===== src/rtl/alu_issue_stage.sv =====
// Issue stage in front of the integer ALU: a 2-entry op FIFO, operand select and EX/WB forwarding.
// Define ISSUE_PERF_EN to add the o_perf_issued / o_perf_stall counters.
module alu_issue_stage #(
  parameter int XLEN  = 32,
  parameter int DEPTH = 2
) (
  input  logic            clk,
  input  logic            rstn,
  input  logic            s_valid,
  output logic            s_ready,
  input  logic [9:0]      s_funct,
  input  logic [4:0]      s_rd,
  input  logic [4:0]      s_rs1,
  input  logic [4:0]      s_rs2,
  input  logic [XLEN-1:0] s_rs1_data,
  input  logic [XLEN-1:0] s_rs2_data,
  input  logic [XLEN-1:0] s_imm,
  input  logic [XLEN-1:0] s_pc,
  input  logic [1:0]      s_src1_sel,
  input  logic            s_src2_sel,
  input  logic            i_stall,
  input  logic [XLEN-1:0] i_alu_res,
  input  logic            i_wb_valid,
  input  logic [4:0]      i_wb_rd,
  input  logic [XLEN-1:0] i_wb_data,
  output logic            o_alu_en,
  output logic [9:0]      o_alu_funct,
  output logic [XLEN-1:0] o_alu_src1,
  output logic [XLEN-1:0] o_alu_src2,
`ifdef ISSUE_PERF_EN
  output logic [31:0]     o_perf_issued,
  output logic [31:0]     o_perf_stall,
`endif
  output logic            o_ex_valid,
  output logic [4:0]      o_ex_rd
);

  typedef struct packed {
    logic [9:0]      funct;
    logic [4:0]      rd;
    logic [4:0]      rs1;
    logic [4:0]      rs2;
    logic [XLEN-1:0] rs1_data;
    logic [XLEN-1:0] rs2_data;
    logic [XLEN-1:0] imm;
    logic [XLEN-1:0] pc;
    logic [1:0]      src1_sel;
    logic            src2_sel;
  } entry_t;

  entry_t          entries [DEPTH];
  entry_t          push_entry;
  entry_t          head;
  logic [1:0]      count;
  logic            wr_ptr;
  logic            rd_ptr;
  logic            push;
  logic            pop;
  logic [XLEN-1:0] rs1_res;
  logic [XLEN-1:0] rs2_res;

  // EX result beats WB; x0 always reads as zero regardless of stored data.
  function automatic logic [XLEN-1:0] resolve(
    input logic [4:0]      rs,
    input logic [XLEN-1:0] stored,
    input logic            ex_v,
    input logic [4:0]      ex_rd,
    input logic [XLEN-1:0] ex_data,
    input logic            wb_v,
    input logic [4:0]      wb_rd,
    input logic [XLEN-1:0] wb_data
  );
    if (rs == 5'd0)                   return '0;
    else if (ex_v && ex_rd == rs)     return ex_data;
    else if (wb_v && wb_rd == rs)     return wb_data;
    else                              return stored;
  endfunction

  assign s_ready  = (count != 2'd2);
  assign o_alu_en = (count != 2'd0);
  assign push     = s_valid && s_ready;
  assign pop      = o_alu_en && !i_stall;

  always_comb begin
    push_entry          = '0;
    push_entry.funct    = s_funct;
    push_entry.rd       = s_rd;
    push_entry.rs1      = s_rs1;
    push_entry.rs2      = s_rs2;
    push_entry.imm      = s_imm;
    push_entry.pc       = s_pc;
    push_entry.src1_sel = s_src1_sel;
    push_entry.src2_sel = s_src2_sel;
    push_entry.rs1_data = (i_wb_valid && s_rs1 != 5'd0 && i_wb_rd == s_rs1) ? i_wb_data : s_rs1_data;
    push_entry.rs2_data = (i_wb_valid && s_rs2 != 5'd0 && i_wb_rd == s_rs2) ? i_wb_data : s_rs2_data;
  end

  // Head is zeroed while empty so funct/src outputs read 0.
  always_comb begin
    head = '0;
    if (o_alu_en) head = entries[rd_ptr];
    rs1_res = resolve(head.rs1, head.rs1_data, o_ex_valid, o_ex_rd, i_alu_res,
                      i_wb_valid, i_wb_rd, i_wb_data);
    rs2_res = resolve(head.rs2, head.rs2_data, o_ex_valid, o_ex_rd, i_alu_res,
                      i_wb_valid, i_wb_rd, i_wb_data);
    o_alu_funct = head.funct;
    case (head.src1_sel)
      2'd0:    o_alu_src1 = rs1_res;
      2'd1:    o_alu_src1 = head.pc;
      default: o_alu_src1 = '0;
    endcase
    o_alu_src2 = head.src2_sel ? head.imm : rs2_res;
  end

  always_ff @(posedge clk) begin
    if (!rstn) begin
      count      <= '0;
      wr_ptr     <= 1'b0;
      rd_ptr     <= 1'b0;
      o_ex_valid <= 1'b0;
      o_ex_rd    <= '0;
      for (int i = 0; i < DEPTH; i++) entries[i] <= '0;
    end else begin
      // Snoop writeback so waiting entries never hold stale register values.
      for (int i = 0; i < DEPTH; i++) begin
        if (i_wb_valid && entries[i].rs1 != 5'd0 && entries[i].rs1 == i_wb_rd)
          entries[i].rs1_data <= i_wb_data;
        if (i_wb_valid && entries[i].rs2 != 5'd0 && entries[i].rs2 == i_wb_rd)
          entries[i].rs2_data <= i_wb_data;
      end
      if (push) begin
        entries[wr_ptr] <= push_entry;
        wr_ptr          <= ~wr_ptr;
      end
      if (pop) rd_ptr <= ~rd_ptr;
      case ({push, pop})
        2'b10:   count <= count + 2'd1;
        2'b01:   count <= count - 2'd1;
        default: count <= count;
      endcase
      if (pop) begin
        o_ex_valid <= 1'b1;
        o_ex_rd    <= head.rd;
      end else if (!i_stall) begin
        o_ex_valid <= 1'b0;
      end
    end
  end

`ifdef ISSUE_PERF_EN
  always_ff @(posedge clk) begin
    if (!rstn) begin
      o_perf_issued <= '0;
      o_perf_stall  <= '0;
    end else begin
      if (pop)                  o_perf_issued <= o_perf_issued + 32'd1;
      if (o_alu_en && i_stall)  o_perf_stall  <= o_perf_stall + 32'd1;
    end
  end
`endif

endmodule


===== config.mk =====
export PLATFORM = sky130hd
export DESIGN_NAME = alu_issue_stage
export DESIGN_NICKNAME = d
export VERILOG_FILES = /design/src/rtl/alu_issue_stage.sv
export SDC_FILE = /design/constraint.sdc
export NUM_CORES = 1
export LEC_CHECK = 0
export BUFFER_PORTS_ARGS = -buffer_cell sky130_fd_sc_hd__buf_4
export CELL_PAD_IN_SITES_DETAIL_PLACEMENT = 1
export CELL_PAD_IN_SITES_GLOBAL_PLACEMENT = 1
export CORE_UTILIZATION = 30
export CTS_BUF_LIST = sky130_fd_sc_hd__clkbuf_16
export DETAILED_ROUTE_END_ITERATION = 8
export PLACE_DENSITY = 0.54
export SETUP_SLACK_MARGIN = 0.02
export SYNTH_ARGS = -nofsm -noshare
export SYNTH_HDL_FRONTEND = slang
export SYNTH_SLANG_ARGS = --single-unit

===== constraint.sdc =====
create_clock -name clk -period 6.3 [get_ports clk]
set_input_delay 1.26 -clock clk [delete_from_list [all_inputs] [get_ports clk]]
set_output_delay 1.26 -clock clk [all_outputs]
set_load 0.01 [all_outputs]

==> metrics.md <==
| Metric | Value |
|---|---|
| Status | `completed` |
| Post-route ant nets | `0` |
| Slew Limit Fails | `0` |
| Hold_ws | `0.580 ns` |
| Worst-Skew Late Latency | `0.57 ns` |
| Post-CTS Setup Bufs | `0` |
| Peak supply drop | `0.000280 V` |
| Register bit total from synthesis | `323` |
| Hold path depth | `2` |
| Clock Skew | `0.0239 ns` |
| Routability cong. | `0.870` |
| RSZ-0062 raised after global routing | `no` |
| First-pass GRT wire length | `98600 um` |
| HPWL Detailed | `46400 um` |
| Drt initial violations | `884` |
| FF-to-FF setup slack | `3.08 ns` |
| Crit-path max cell delay | `0.89 ns` |
| Io pins | `312` |
| Clock transition at path regs | `0.06 ns` |
| Worst Setup Start Kind | `register` |
| CTS tree | `yes` |
| Setup tns final | `0 ns` |
| Vias per std cell | `5.46` |
| Crit share post-route | `0.813` |
| TritonCTS Buffers | `39` |
| Sequential share of the synthesized area | `0.548` |
| Die X | `244 um` |
| CP bufs+invs | `2` |
| Largest fanout on the critical path | `48` |
| Crit-path slowest cell | `nor2_4` |
| WL final | `69100 um` |
| Cell Chain, Critical Path | `nor2_4 -> nor2_1 -> xnor2_1 -> nor4bb_4 -> buf_4 -> o221ai_1 -> a22o_1 -> buf_4` |
| Number of port buffers | `311` |
| Fin crit period | `5.12 ns` |
| Fin area | `21700 um^2` |
| Clk buf depth | `3` |
| Area grow syn2layout | `23.8%` |
| Cts repair resizes | `0` |
| Antenna violations before repair | `6` |
| Count of different cell masters after synthesis | `55` |
| CTS Root Cell | `clkbuf_16` |
| Largest net degree at the start of global routing | `126` |
| Cell family with most CP delay | `simple AND/OR/NAND/NOR gates` |
| RR Startpoint | `count[0]` |
| Crit Path Category | `register to output pin` |
| Global-route usage over all layers | `0.228` |
| Share of cells above drive strength 1 | `0.305` |
| Vias in the first global route | `13639` |
| H-tree levels | `2` |
| Netlist Area Pre-Place | `17500 um^2` |
| CORE AREA | `57700 um^2` |
| Worst EP arrival | `3.86 ns` |
| DIE AREA | `59300 um^2` |
| Cells after Synth | `1412` |
| Grt total ovfl | `0` |
| Sink Count | `323` |
| YS warnings | `0` |
| Post-synth EDFFs | `312` |
| Die extent in y | `244 um` |
| Drt wl/cell | `28.2 um` |
| Initial Util | `0.303` |
| Syn_nets | `1643` |
| 1st-pass router iterations | `6` |
| Max_slew headroom | `0.162` |
| Fraction of registers with async set/reset | `0` |
| Vias | `13394` |
| Max_cap viols | `0` |
| # DRC | `0` |
| Crit path capture type | `output pin` |
| Syn_area_per_cell | `12.4 um^2` |
| R2R Path End | `entries[0][121]` |
| Pwr Total | `8.18 mW` |
| Worst-case reg-to-reg path depth | `8` |
| Hold Buf Count CTS | `0` |
| Hold Path Class | `register to register` |
| Hold path start | `rd_ptr` |
| Actual slew at the worst max-slew pin | `1.25 ns` |
| Area of the multi-input gates | `7340 um^2` |
| Placed cell area | `20500 um^2` |
| Final Hold Viols | `0` |
| FF/Latch Area | `9590 um^2` |
| Top FF cell, synth | `edfxtp_1` |
| Lkg Pwr | `8.39 nW` |
| Setup Viol. Count Final | `0` |
| Final nets | `1884` |
| Fill count | `6131` |
| Worst path most repeated cell | `buf_4` |
| Rows | `88` |
| PD cells | `378 nW/um^2` |
| F_max | `0.195 GHz` |
| Req. time, crit path | `5.04 ns` |
metal layers:
metal / GRT usage / vias to the layer above / wire [um] / share of wire
met2: 0.360 / 434 / 32000 / 0.46
met3: 0.0391 / 76 / 3800 / 0.055
met1: 0.320 / 6933 / 31800 / 0.46
met4: 0.0612 / 4 / 1390 / 0.020
met5: 0 / - / 18 / 0.00026
li1: - / 5947 / - / -
layout by cell type, fill, tap and decap left out, types with 8 or more instances in the layout:
master and count:
o221ai_1 34, o21a_1 34, xnor2_1 25, xor2_1 8
or3_1 11, o221ai_2 30, edfxtp_1 312, nand3_1 38
a22o_1 160, dfxtp_1 10, buf_4 338, mux2i_1 119
nor3_1 8, and3_1 93, and2_1 98, mux2_2 64
inv_1 13, nor2_1 52, nand2_1 87, clkbuf_16 39
o21ai_0 13, clkinv_1 9
worst max-delay path by stage:
stage               start              to  cells past startpoint  slack [ns]
2_1_floorplan  i_wb_rd[1]  o_alu_src2[10]                      7        2.33
3_3_place_gp   i_wb_valid  o_alu_src1[11]                      7        1.66
3_5_place_dp   i_wb_valid  o_alu_src1[31]                      7        1.61
4_1_cts          count[1]  o_alu_src1[31]                      8        1.15
5_1_grt          count[1]  o_alu_src1[11]                      8        0.95
6_report         count[1]  o_alu_src1[31]                      8        1.18
logic make-up (layout without fill, tap and decap cells):
group	Yosys count	after routing	share of synthesized area
fa+ha+maj	1	1	0.000715
other cells	0	5	0
xor+xnor	33	33	0.0165
mux	186	186	0.112
simple gates	422	422	0.130
compound gates	303	303	0.155
buf+inv	144	414	0.0386
flops	323	323	0.548
worst min-delay path: stages (launching register included):
cell     delay [ns]
dfxtp_1        0.32
xor2_1         0.07
and2_1         0.15
registers in the layout (all words and copies together) (netlist names), named ones only:
signal	count
entries	312
o_ex_rd	5
count	2
o_ex_valid	1
rd_ptr	1
wr_ptr	1
power breakdown:
part           switching, mW  internal [mW]
logic                   1.93           1.17
registers              0.176           2.78
clock network          0.915           1.20
total                   3.02           5.16
cell usage after synthesis (all sizes together), types with 2 or more instances:
cell / number / area, um^2
a211oi: 4 / 30.0
a21oi: 4 / 20.0
a22o: 160 / 1400
and2: 98 / 613
and3: 93 / 582
buf: 60 / 360
clkbuf: 80 / 300
dfxtp: 11 / 220
edfxtp: 312 / 9370
inv: 4 / 15.0
mux2: 65 / 732
mux2i: 121 / 1230
nand2: 88 / 330
nand2b: 4 / 25.0
nand3: 38 / 190
nand3b: 2 / 15.0
nand4: 5 / 37.5
nor2: 61 / 239
nor2b: 2 / 12.5
nor3: 8 / 40.0
nor4: 7 / 65.1
o211a: 5 / 50.1
o21a: 34 / 255
o21ai: 19 / 95.1
o221ai: 64 / 748
o22ai: 3 / 18.8
o31ai: 2 / 15.0
o41ai: 3 / 26.3
or3: 11 / 68.8
or4: 2 / 15.0
xnor2: 25 / 219
xor2: 8 / 70.1
through the flow:
step | worst slack [ns] | instances | util
floorplan | 2.33 | 1412 | -
global placement | 1.66 | 2377 | 0.355
detailed placement | 1.61 | 2377 | 0.355
CTS | 1.15 | 2447 | 0.375
global route | 0.949 | 2450 | 0.375
finish | 1.18 | 2452 | 0.376
cell type report:
class	count	share of cell area
clock buffers	39	0.0450
multi-input cells	945	0.339
inverters	4	0.000924
clock inverters	31	0.00889
flip-flops and latches	323	0.443
well taps	765	0.0442
diodes	5	0.000577
repair buffers	340	0.119
Note: power is estimated with default switching activity, not from simulation.
